**config.mk**
```make
export PLATFORM = sky130hd
export DESIGN_NAME = jtbubl_snd_comm
export DESIGN_NICKNAME = d
export VERILOG_FILES = /design/src/rtl/jtbubl_snd_comm.sv
export SDC_FILE = /design/constraint.sdc
export NUM_CORES = 1
export LEC_CHECK = 0
export ABC_AREA = 1
export CAP_MARGIN = 20
export CORE_ASPECT_RATIO = 1.2
export CORE_MARGIN = 8
export CORE_UTILIZATION = 30
export DETAILED_ROUTE_END_ITERATION = 16
export HOLD_SLACK_MARGIN = 0.12
export PLACE_DENSITY = 0.63
export SLEW_MARGIN = 15
export SYNTH_ARGS = -nofsm -noshare
export SYNTH_HDL_FRONTEND = slang
export SYNTH_SLANG_ARGS = --single-unit
export TNS_END_PERCENT = 1
```
**constraint.sdc**
```tcl
create_clock -name clk -period 1.25 [get_ports clk]
set_input_delay 0.375 -clock clk [delete_from_list [all_inputs] [get_ports clk]]
set_output_delay 0.375 -clock clk [all_outputs]
set_load 0.1 [all_outputs]
```
**src/rtl/jtbubl_snd_comm.sv**
```systemverilog
//------------------------------------------------------------------------------
// jtbubl_snd_comm
// Main-CPU-side sound communication block: command latch with strobe, reply
// capture with pending/overrun flags and interrupt, and a held sound-CPU reset.
// Rev 1.0
//------------------------------------------------------------------------------
`default_nettype none

module jtbubl_snd_comm #(
  parameter int SRST_HOLD = 16,
  parameter int CW        = 5
) (
  input  logic       rstn,
  input  logic       clk,
  input  logic       main_cs,
  input  logic [1:0] main_addr,
  input  logic       main_wr_n,
  input  logic       main_rd_n,
  input  logic [7:0] main_dout,
  output logic [7:0] main_din,
  output logic       main_int_n,
  output logic [7:0] snd_latch,
  output logic       snd_stb,
  output logic       snd_rstn,
  input  logic [7:0] snd_reply,
  input  logic       snd_reply_stb
);

  localparam logic [0:0]    ST_HOLD  = 1'b0;
  localparam logic [0:0]    ST_RUN   = 1'b1;
  localparam logic [CW-1:0] HOLD_VAL = CW'(SRST_HOLD);

  logic          wr_acc, rd_acc;
  logic          wr_acc_q, rd_acc_q;
  logic          wr_first, rd_first;
  logic          clr_pend, clr_ovr, reply_take;
  logic [7:0]    reply;
  logic          reply_pend, overrun;
  logic          int_en, srst_bit;
  logic [0:0]    state;
  logic [CW-1:0] cnt;
  logic          unused_ok;

  assign wr_acc     = main_cs & ~main_wr_n;
  assign rd_acc     = main_cs & ~main_rd_n;
  // Side effects only on the first cycle of a bus access
  assign wr_first   = wr_acc & ~wr_acc_q;
  assign rd_first   = rd_acc & ~rd_acc_q;
  assign clr_pend   = rd_first && (main_addr == 2'd0);
  assign clr_ovr    = rd_first && (main_addr == 2'd1);
  // Replies are meaningless while the sound CPU is held in reset
  assign reply_take = snd_reply_stb & snd_rstn;
  assign snd_rstn   = (state == ST_RUN);
  // Upper control bits are reserved
  assign unused_ok  = &{1'b0, main_dout[7:2]};

  // Delayed copies of the access strobes for edge detection
  always_ff @(posedge clk or negedge rstn) begin
    if (!rstn) begin
      wr_acc_q <= 1'b0;
      rd_acc_q <= 1'b0;
    end else begin
      wr_acc_q <= wr_acc;
      rd_acc_q <= rd_acc;
    end
  end

  // Register writes: command latch with one-cycle strobe, control bits
  always_ff @(posedge clk or negedge rstn) begin
    if (!rstn) begin
      snd_latch <= 8'h00;
      snd_stb   <= 1'b0;
      srst_bit  <= 1'b0;
      int_en    <= 1'b0;
    end else begin
      snd_stb <= wr_first && (main_addr == 2'd0);
      if (wr_first) begin
        case (main_addr)
          2'd0: snd_latch <= main_dout;
          2'd1: begin
            srst_bit <= main_dout[0];
            int_en   <= main_dout[1];
          end
          default: ;
        endcase
      end
    end
  end

  // Reply capture; a new strobe beats a same-cycle clear of either flag
  always_ff @(posedge clk or negedge rstn) begin
    if (!rstn) begin
      reply      <= 8'h00;
      reply_pend <= 1'b0;
      overrun    <= 1'b0;
    end else begin
      if (reply_take) reply <= snd_reply;
      reply_pend <= reply_take | (reply_pend & ~clr_pend);
      overrun    <= (overrun & ~clr_ovr) | (reply_take & reply_pend & ~clr_pend);
    end
  end

  // Level interrupt, one cycle behind the flags
  always_ff @(posedge clk or negedge rstn) begin
    if (!rstn) main_int_n <= 1'b1;
    else       main_int_n <= ~(reply_pend & int_en);
  end

  // Sound reset: hold low for the full count after every request
  always_ff @(posedge clk or negedge rstn) begin
    if (!rstn) begin
      state <= ST_HOLD;
      cnt   <= HOLD_VAL;
    end else begin
      case (state)
        ST_HOLD: begin
          if (srst_bit)          cnt   <= HOLD_VAL;
          else if (cnt == '0)    state <= ST_RUN;
          else                   cnt   <= cnt - 1'b1;
        end
        default: begin
          if (srst_bit) begin
            state <= ST_HOLD;
            cnt   <= HOLD_VAL;
          end
        end
      endcase
    end
  end

  // Read data mux, idle value when no read strobe
  always_comb begin
    main_din = 8'hFF;
    if (rd_acc) begin
      case (main_addr)
        2'd0:    main_din = reply;
        2'd1:    main_din = {6'b0, overrun, reply_pend};
        default: main_din = 8'hFF;
      endcase
    end
  end

endmodule

`default_nettype wire

```
==> results.sh, run 1 <==
export IMPL_status="finished with violations"
export IMPL_failed_checks="setup timing"
export IMPL_instances_no_fill=269
export IMPL_hold_end="main_int_n"
export IMPL_critPathTopFamily="flip-flops"
export IMPL_top_layer_used="met4"
export IMPL_r2r_slack_ns=0.11
export IMPL_switching_share_pct=41.7
export IMPL_cts_buffers=5
export IMPL_whs_path_depth=1
export IMPL_grtUsageTotal_pct=10.7
export IMPL_nFillCells=350
export IMPL_combPwrFrac_pct=49.4
export IMPL_holdBufCountCts=0
export IMPL_drive_above_1_share_pct=39.0
export IMPL_avgRoutedWirePerCell_um=12.4
export IMPL_grt_pass1_vias=1271
export IMPL_slew_headroom_pct=82.1
export IMPL_reg2reg_to="cnt[0]"
export IMPL_num_nets_final=237
export IMPL_cpMaxStageDelayCell="dfrtp_1"
export IMPL_tns_ns=-2.13
export IMPL_synth_top_cell_by_area="dfrtp_1"
export IMPL_totalWireLength_mm=3.34
export IMPL_dpl_cell_count=254
export IMPL_cts_reportedPaths_clkPinSlew_ns=0.06
export IMPL_hold_path_class="reg -> reg"
export IMPL_drt_iter0_drc=45
export IMPL_cts_root_buf="clkbuf_8"
export IMPL_pre_cts_ws_ns=-0.623
export IMPL_synth_top_area_share_pct=52.9
export IMPL_mostFrequentLayoutCell="nand2_1"
export IMPL_syn_area_um2=1320
export IMPL_fin_ws_ns=-0.212
export IMPL_rows=26
export IMPL_clk_latency_ns=0.27
export IMPL_dr_total_vias=1169
export IMPL_wl_met3_um=188
export IMPL_path_cells="o22ai_2 -> nand2_2 -> buf_12"
export IMPL_antenna_found_initial=0
export IMPL_gp_congestion=0.753
export IMPL_layout_common_cells="43 x nand2_1, 27 x dfrtp_1, 21 x buf_12"
export IMPL_post_route_min_period_ns=1.46
export IMPL_ios=43
export IMPL_ys_seq_area_share_pct=56.9
export IMPL_portBuffers=42
export IMPL_fmax_ghz=0.684
export IMPL_worstMarginPinSlew_ns=0.268
export IMPL_crit_arrival_ns=1.09
export IMPL_fin_skew_ns=0.00405
export IMPL_die_width_um=76.6
export IMPL_cp_max_fo=2
export IMPL_whs_ns=0.420
export IMPL_diodes=0
export IMPL_area_growth_pct=80.7
export IMPL_syn_nets=171
export IMPL_pwr_share_clk_pct=15.8
export IMPL_grt_max_degree=23
export IMPL_p_leak_nw=1.17
export IMPL_setup_violations_final=18
export IMPL_htree_levels=2
export IMPL_ys_types=19
export IMPL_rsz0062_at_grt="true"
export IMPL_final_util_pct=56.1
export IMPL_place_area_um2=2160
export IMPL_timing_hold_violations_final=0
export IMPL_period_share_pct=117
export IMPL_crit_path_start_kind="register"
export IMPL_drv_cap=0
export IMPL_ys_ff_latch=30
export IMPL_antenna_left=0
export IMPL_worst_setup_path_type="reg -> out"
export IMPL_reg2regPathDepth=7
export IMPL_pwr_share_seq_pct=34.8
export IMPL_chipHeight_um=88.8
export IMPL_endpoint_kind="primary output"
export IMPL_drc=0
export IMPL_die_area_um2=6800
export IMPL_cp_num_buf_inv=1
export IMPL_route_met2_wl_mm=1.85
export IMPL_clockBufferDepth=2
export IMPL_dp_hpwl_mm=2.46
export IMPL_ir_drop_uv=912
export IMPL_power_total_mw=4.55
export IMPL_register_area_um2=754
export IMPL_multi_input_area_um2=589
export IMPL_coreArea_um2=4260
export IMPL_finalMaxSlewViolations=0
export IMPL_p_int_mw=2.66
export IMPL_synthCells=146
export IMPL_crit_required_ns=0.88
export IMPL_slowest_delay_ns=0.40
export IMPL_final_area_um2=2390
export IMPL_power_per_cell_area_nw_per_um2=1900
export IMPL_grt_pass1_wl_mm=5.78
export IMPL_rr_startpoint="cnt[0]"
export IMPL_firstDrtPassIters=4
export IMPL_synth_area_leaders="dfrtp_1 53%, nand2_1 15%, mux2_2 6.8%"
export IMPL_gr_total_overflow=0
export IMPL_yosysWarnings=0
export IMPL_hold_start="int_en"
export IMPL_start_util_pct=31.1
export IMPL_cts_sinks=30
export IMPL_p_sw_mw=1.90
export IMPL_via_per_inst=4.35
export IMPL_drt_met1_wl_mm=1.23
export IMPL_cts_tree="yes"
export IMPL_avgSynthCellArea_um2=9.07
## per-layer routing
metal,vias to the layer above,GRT usage [%]
li1,585,-
met1,555,10.1
met2,24,19.8
met3,5,4.17
met4,0,5.78
met5,-,0
## power by group through the flow
stage | combinational [mW] | clock, mW | sequential [mW]
5_1_grt | 2.45 | 0.790 | 1.62
3_5_place_dp | 2.14 | 0 | 1.59
3_3_place_gp | 2.11 | 0 | 1.59
4_1_cts | 2.21 | 0.743 | 1.58
6_report | 2.25 | 0.717 | 1.59
2_1_floorplan | 0.865 | 0 | 2.06
## state kept, by name, indices dropped and copies added, names as in the netlist
name	count
srst_bit	1
rd_acc_q	1
int_en	1
snd_rstn	1
cnt	5
overrun	1
reply	8
main_int_n	1
wr_acc_q	1
reply_pend	1
snd_stb	1
snd_latch	8
## what timing repair did
item,CTS,global route
gates resized for setup,37,9
endpoints found under the setup margin,26,41
pin swaps,4,5
buffers inserted,7,0
## worst max path at each step
stage | to | depth (start not counted) | slack, ns | from
detailed placement | main_din[3] | 5 | -0.62 | main_addr[1]
finish | main_din[1] | 3 | -0.21 | overrun
floorplan | main_din[2] | 3 | -0.32 | main_cs
CTS | main_din[0] | 3 | -0.24 | reply_pend
global route | main_din[1] | 3 | -0.26 | overrun
global placement | main_din[2] | 5 | -0.62 | main_addr[1]
## cell type report
class                           count  area share (%)
Multi-Input combinational cell     94            24.6
Inverter                           21            3.40
Sequential cell                    30            31.5
Clock buffer                        8            3.35
Timing Repair Buffer               60            34.2
Tap cell                           56            2.93
## cells in the mapped netlist
| library cell | count |
|---|---|
| nand2_1 | 53 |
| dfrtp_1 | 28 |
| inv_1 | 20 |
| nand3_1 | 9 |
| mux2_2 | 8 |
| nor2_1 | 6 |
| o21ai_0 | 4 |
| dfstp_2 | 2 |
| nand2_2 | 2 |
| nand3_2 | 2 |
| nor2_2 | 2 |
| o21ai_2 | 2 |
| o22ai_1 | 2 |
| a21oi_1 | 1 |
| buf_6 | 1 |
| ha_1 | 1 |
| inv_2 | 1 |
| nand4_1 | 1 |
| nor3_1 | 1 |
## cell families after synthesis
family          share of synthesized area [%]
flops                                    56.9
compound gates                           4.16
mux                                      6.81
simple gates                             24.4
fa+ha+maj                               0.945
buf+inv                                  6.80
No activity file was read; power rests on OpenSTA's default activity.
==> run 2, diff against run 1 <==
--- a/config.mk
+++ b/config.mk
@@ -6,13 +6,14 @@
 export NUM_CORES = 1
 export LEC_CHECK = 0
 export ABC_AREA = 1
-export CAP_MARGIN = 20
+export CAP_MARGIN = 30
 export CORE_ASPECT_RATIO = 1.2
 export CORE_MARGIN = 8
 export CORE_UTILIZATION = 30
 export DETAILED_ROUTE_END_ITERATION = 16
 export HOLD_SLACK_MARGIN = 0.12
 export PLACE_DENSITY = 0.63
+export RECOVER_POWER = 50
 export SLEW_MARGIN = 15
 export SYNTH_ARGS = -nofsm -noshare
 export SYNTH_HDL_FRONTEND = slang
==> constraint.sdc (replaced) <==
create_clock -name clk -period 1.4 [get_ports clk]
set_input_delay 0.42 -clock clk [delete_from_list [all_inputs] [get_ports clk]]
set_output_delay 0.42 -clock clk [all_outputs]
set_load 0.1 [all_outputs]
==> results.sh, run 2 (synthesized netlist as in run 1, its figures left out) <==
export IMPL_status="finished with violations"
export IMPL_failed_checks="setup timing"
export IMPL_dpl_cell_count=253
export IMPL_rows=26
export IMPL_cts_reportedPaths_clkPinSlew_ns=0.07
export IMPL_cp_num_buf_inv=3
export IMPL_nFillCells=375
export IMPL_top_usage_layer="met2"
export IMPL_drive_above_1_share_pct=39.9
export IMPL_slew_headroom_pct=51.7
export IMPL_grt_pass1_wl_mm=5.74
export IMPL_dp_hpwl_mm=2.51
export IMPL_top_regs="reply x8, snd_latch x8, cnt x5"
export IMPL_period_share_pct=110
export IMPL_drt_iter0_drc=70
export IMPL_rsz0062_at_grt="true"
export IMPL_totalWireLength_mm=3.35
export IMPL_num_nets_final=237
export IMPL_ios=43
export IMPL_register_area_um2=754
export IMPL_multi_input_area_um2=581
export IMPL_path_cells="buf_6 -> nor3_4 -> buf_12 -> nand2_4 -> buf_12"
export IMPL_pre_cts_ws_ns=-0.587
export IMPL_drv_cap=0
export IMPL_gr_total_overflow=0
export IMPL_final_area_um2=2370
export IMPL_antenna_left=0
export IMPL_crit_top_cell="buf_12"
export IMPL_whs_ns=0.409
export IMPL_grt_max_degree=17
export IMPL_fin_skew_ns=0.00935
export IMPL_worstMarginPinSlew_ns=0.725
export IMPL_p_leak_nw=1.17
export IMPL_gp_congestion=0.779
export IMPL_grtUsageTotal_pct=10.5
export IMPL_holdBufCountCts=0
export IMPL_avgRoutedWirePerCell_um=12.4
export IMPL_fin_ws_ns=-0.140
export IMPL_diodes=0
export IMPL_setup_violations_final=9
export IMPL_start_util_pct=31.1
export IMPL_die_width_um=76.6
export IMPL_slowest_delay_ns=0.21
export IMPL_worst_setup_path_type="in -> out"
export IMPL_chipHeight_um=88.8
export IMPL_place_area_um2=2140
export IMPL_coreArea_um2=4260
export IMPL_portBuffers=42
export IMPL_finalMaxSlewViolations=0
export IMPL_dr_total_vias=1158
export IMPL_endpoint_kind="primary output"
export IMPL_cts_sinks=30
export IMPL_mostFrequentLayoutCell="nand2_1"
export IMPL_timing_hold_violations_final=0
export IMPL_power_per_cell_area_nw_per_um2=1790
export IMPL_ir_drop_uv=735
export IMPL_crit_required_ns=0.98
export IMPL_instances_no_fill=269
export IMPL_hold_path_class="reg -> reg"
export IMPL_crit_path_start_kind="input port"
export IMPL_via_per_inst=4.30
export IMPL_r2r_slack_ns=0.19
export IMPL_cts_tree="yes"
export IMPL_antenna_found_initial=0
export IMPL_grt_use_met3_pct=3.86
export IMPL_area_growth_pct=78.8
export IMPL_grt_pass1_vias=1311
export IMPL_power_total_mw=4.23
export IMPL_die_area_um2=6800
export IMPL_cts_root_buf="clkbuf_8"
export IMPL_cpMaxStageDelayCell="nor3_4"
export IMPL_firstDrtPassIters=4
export IMPL_cp_max_fo=6
export IMPL_crit_arrival_ns=1.12
export IMPL_cts_buffers=5
export IMPL_critPathTopFamily="buffers and inverters"
export IMPL_fmax_ghz=0.649
export IMPL_clockBufferDepth=2
export IMPL_final_util_pct=55.5
export IMPL_clk_latency_ns=0.28
export IMPL_post_route_min_period_ns=1.54
export IMPL_tns_ns=-1.08
export IMPL_htree_levels=2
export IMPL_drc=0
export IMPL_met1_usage_pct=9.39
export IMPL_use_met2_pct=20.5
export IMPL_layout_common_cells="43 x nand2_1, 27 x dfrtp_1, 20 x buf_12"
run 2: cell types whose count changed in the layout (fill, tap and decap cells not counted), sizes merged:
cell and change:
buf -2, clkdlybuf4s50 -1, dlygate4sd3 +1, clkbuf -1
bufinv +1, clkinv +2
run 2: metal layers:
layer	vias up	part of all wire, %	wire (um)
met3	4	4.8	162
met4	0	1.4	48
met2	25	56	1880
met1	542	38	1260
li1	587	-	-
met5	-	0	0
run 2: cell type report:
class	instances	share of cell area, %
clock buffer	5	2.91
clock inverter	3	1.69
sequential	30	31.9
multi-input combinational	94	24.5
timing repair buffer	60	32.6
tap	56	2.96
inverter	21	3.44
run 2: worst reg2reg max path: cells and delay by family, from the launching register on:
family,cells,cell delay (ns)
fa+ha+maj,1,0.25
simple gates,4,0.32
buf+inv,2,0.17
flops,1,0.37
run 2: power breakdown:
group	switching [mW]	internal [mW]	total (mW)	leakage, nW
logic	1.16	0.802	1.97	0.746
registers	0.231	1.19	1.42	0.364
clock network	0.322	0.523	0.845	0.0579
total	1.72	2.51	4.23	1.17
run 2: what timing repair did:
action / 4_1_cts / 5_1_grt
gates resized for setup: 30 / 9
setup endpoints to repair: 20 / 18
buffers inserted: 6 / 2
pin swaps: 3 / 6
run 2: worst paths after layout:
kind	cells past startpoint	to	from
hold reg to reg	1	main_int_n	int_en
setup reg to reg	7	cnt[0]	cnt[0]
setup / recovery	5	main_din[6]	main_rd_n
max in group asynchronous	2	snd_latch[4]	rstn
hold / removal	1	main_int_n	int_en
min in group asynchronous	2	wr_acc_q	rstn
==> run 3, diff against run 2 <==
--- a/config.mk
+++ b/config.mk
@@ -9,10 +9,10 @@
 export CAP_MARGIN = 30
 export CORE_ASPECT_RATIO = 1.2
 export CORE_MARGIN = 8
-export CORE_UTILIZATION = 30
+export CORE_UTILIZATION = 35
 export DETAILED_ROUTE_END_ITERATION = 16
 export HOLD_SLACK_MARGIN = 0.12
-export PLACE_DENSITY = 0.63
+export PLACE_DENSITY = 0.71
 export RECOVER_POWER = 50
 export SLEW_MARGIN = 15
 export SYNTH_ARGS = -nofsm -noshare
==> results.sh, run 3 (synthesized netlist as in run 1, its figures left out) <==
export IMPL_ir_drop_uv=849
export IMPL_gr_total_overflow=0
export IMPL_top_usage_layer="met2"
export IMPL_antenna_left=0
export IMPL_fin_ws_ns=-0.136
export IMPL_fmax_ghz=0.651
export IMPL_cts_sinks=30
export IMPL_slew_headroom_pct=60.8
export IMPL_p_leak_nw=1.16
export IMPL_final_area_um2=2370
export IMPL_worstMarginPinSlew_ns=0.588
export IMPL_portBuffers=42
export IMPL_rsz0062_at_grt="true"
export IMPL_drive_above_1_share_pct=41.1
export IMPL_setup_violations_final=9
export IMPL_switching_share_pct=42.5
export IMPL_top_regs="reply x8, snd_latch x8, cnt x5"
export IMPL_crit_arrival_ns=1.12
export IMPL_place_area_um2=2150
export IMPL_crit_required_ns=0.98
export IMPL_power_total_mw=4.00
export IMPL_slowest_delay_ns=0.20
export IMPL_whs_ns=0.418
export IMPL_coreArea_um2=3630
export IMPL_cts_buffers=5
export IMPL_crit_top_cell="buf_12"
export IMPL_grtUsageTotal_pct=12.5
export IMPL_firstDrtPassIters=4
export IMPL_path_cells="buf_8 -> nor3_4 -> buf_12 -> nand2_4 -> buf_12"
export IMPL_drt_iter0_drc=54
export IMPL_avgRoutedWirePerCell_um=12.9
export IMPL_area_growth_pct=78.8
export IMPL_cpMaxStageDelayCell="nor3_4"
export IMPL_p_sw_mw=1.70
export IMPL_timing_hold_violations_final=0
export IMPL_grt_pass1_vias=1324
export IMPL_holdBufCountCts=0
export IMPL_ios=43
export IMPL_period_share_pct=110
export IMPL_gp_congestion=0.756
export IMPL_antenna_found_initial=1
export IMPL_cts_root_buf="clkbuf_8"
export IMPL_cp_max_fo=6
export IMPL_drv_cap=0
export IMPL_tns_ns=-0.996
export IMPL_chipHeight_um=83.4
export IMPL_num_nets_final=238
export IMPL_worst_setup_path_type="in -> out"
export IMPL_failed_checks="setup timing"
export IMPL_grt_use_met3_pct=4.81
export IMPL_r2r_slack_ns=0.17
export IMPL_final_util_pct=65.2
export IMPL_drc=0
export IMPL_layout_common_cells="41 x nand2_1, 27 x dfrtp_1, 20 x buf_12"
export IMPL_rows=24
export IMPL_grt_pass1_wl_mm=5.92
export IMPL_clockBufferDepth=2
export IMPL_combPwrFrac_pct=48.2
export IMPL_finalMaxSlewViolations=0
export IMPL_use_met2_pct=20.8
export IMPL_endpoint_kind="primary output"
export IMPL_cts_reportedPaths_clkPinSlew_ns=0.06
export IMPL_nFillCells=272
export IMPL_cts_tree="yes"
export IMPL_hold_path_class="reg -> reg"
export IMPL_htree_levels=2
export IMPL_dp_hpwl_mm=2.55
export IMPL_p_int_mw=2.30
export IMPL_totalWireLength_mm=3.44
export IMPL_mostFrequentLayoutCell="nand2_1"
export IMPL_status="finished with violations"
export IMPL_pwr_share_clk_pct=16.2
export IMPL_power_per_cell_area_nw_per_um2=1690
export IMPL_via_per_inst=4.45
export IMPL_crit_path_start_kind="input port"
export IMPL_die_area_um2=6010
export IMPL_post_route_min_period_ns=1.54
export IMPL_met1_usage_pct=12.7
export IMPL_start_util_pct=36.4
export IMPL_die_width_um=72.1
export IMPL_fin_skew_ns=0.00353
export IMPL_pwr_share_seq_pct=35.6
export IMPL_dr_total_vias=1189
export IMPL_clk_latency_ns=0.27
export IMPL_grt_max_degree=25
[run 3: repair_timing]
action	CTS	global route
setup buffers	8	1
gates resized for setup	28	18
setup endpoints to repair	19	18
pin swaps	4	5
[run 3: worst max-delay path, delay by kind of cell]
kind	cells	cell delay [ns]
and+or+nand+nor	2	0.26
buffers and inverters	3	0.43
[run 3: path summary, 6_finish.rpt]
| kind | cells after the start | from | to |
|---|---|---|---|
| setup / recovery | 5 | main_rd_n | main_din[5] |
| hold / removal | 1 | int_en | main_int_n |
| setup reg to reg | 7 | cnt[0] | cnt[0] |
| hold reg to reg | 1 | int_en | main_int_n |
| max in group asynchronous | 2 | rstn | snd_rstn |
| min in group asynchronous | 2 | rstn | reply[1] |
[run 3: area by class of cell]
class                   instances  area [um^2]  area share, %
diodes                          1         2.50          0.106
repair buffers                 61          802           33.9
flip-flops and latches         30          754           31.9
well taps                      52         65.1           2.75
multi-input cells              94          579           24.5
clock inverters                 2         10.0          0.423
clock buffers                   6         72.6           3.07
inverters                      21         81.3           3.44
[run 3: through the flow]
stage / std cells / worst slack, ns
2_1_floorplan: 146 / -0.261
5_1_grt: 267 / -0.164
3_5_place_dp: 249 / -0.573
3_3_place_gp: 249 / -0.563
6_report: 267 / -0.136
4_1_cts: 265 / -0.140
[run 3: routing by layer]
metal  vias to the layer above  wire length [um]
li1                        593                 -
met1                       559              1360
met2                        33              1780
met3                         4               222
met4                         0                74
met5                         -                 0
[run 3: power groups by stage]
| stage | Combinational [mW] | Sequential (mW) | Clock [mW] |
|---|---|---|---|
| after floorplan | 0.772 | 1.84 | 0 |
| after global placement | 1.83 | 1.42 | 0 |
| after detailed placement | 1.88 | 1.43 | 0 |
| after CTS | 1.93 | 1.42 | 0.672 |
| after global routing | 2.09 | 1.46 | 0.716 |
| final | 1.93 | 1.42 | 0.647 |
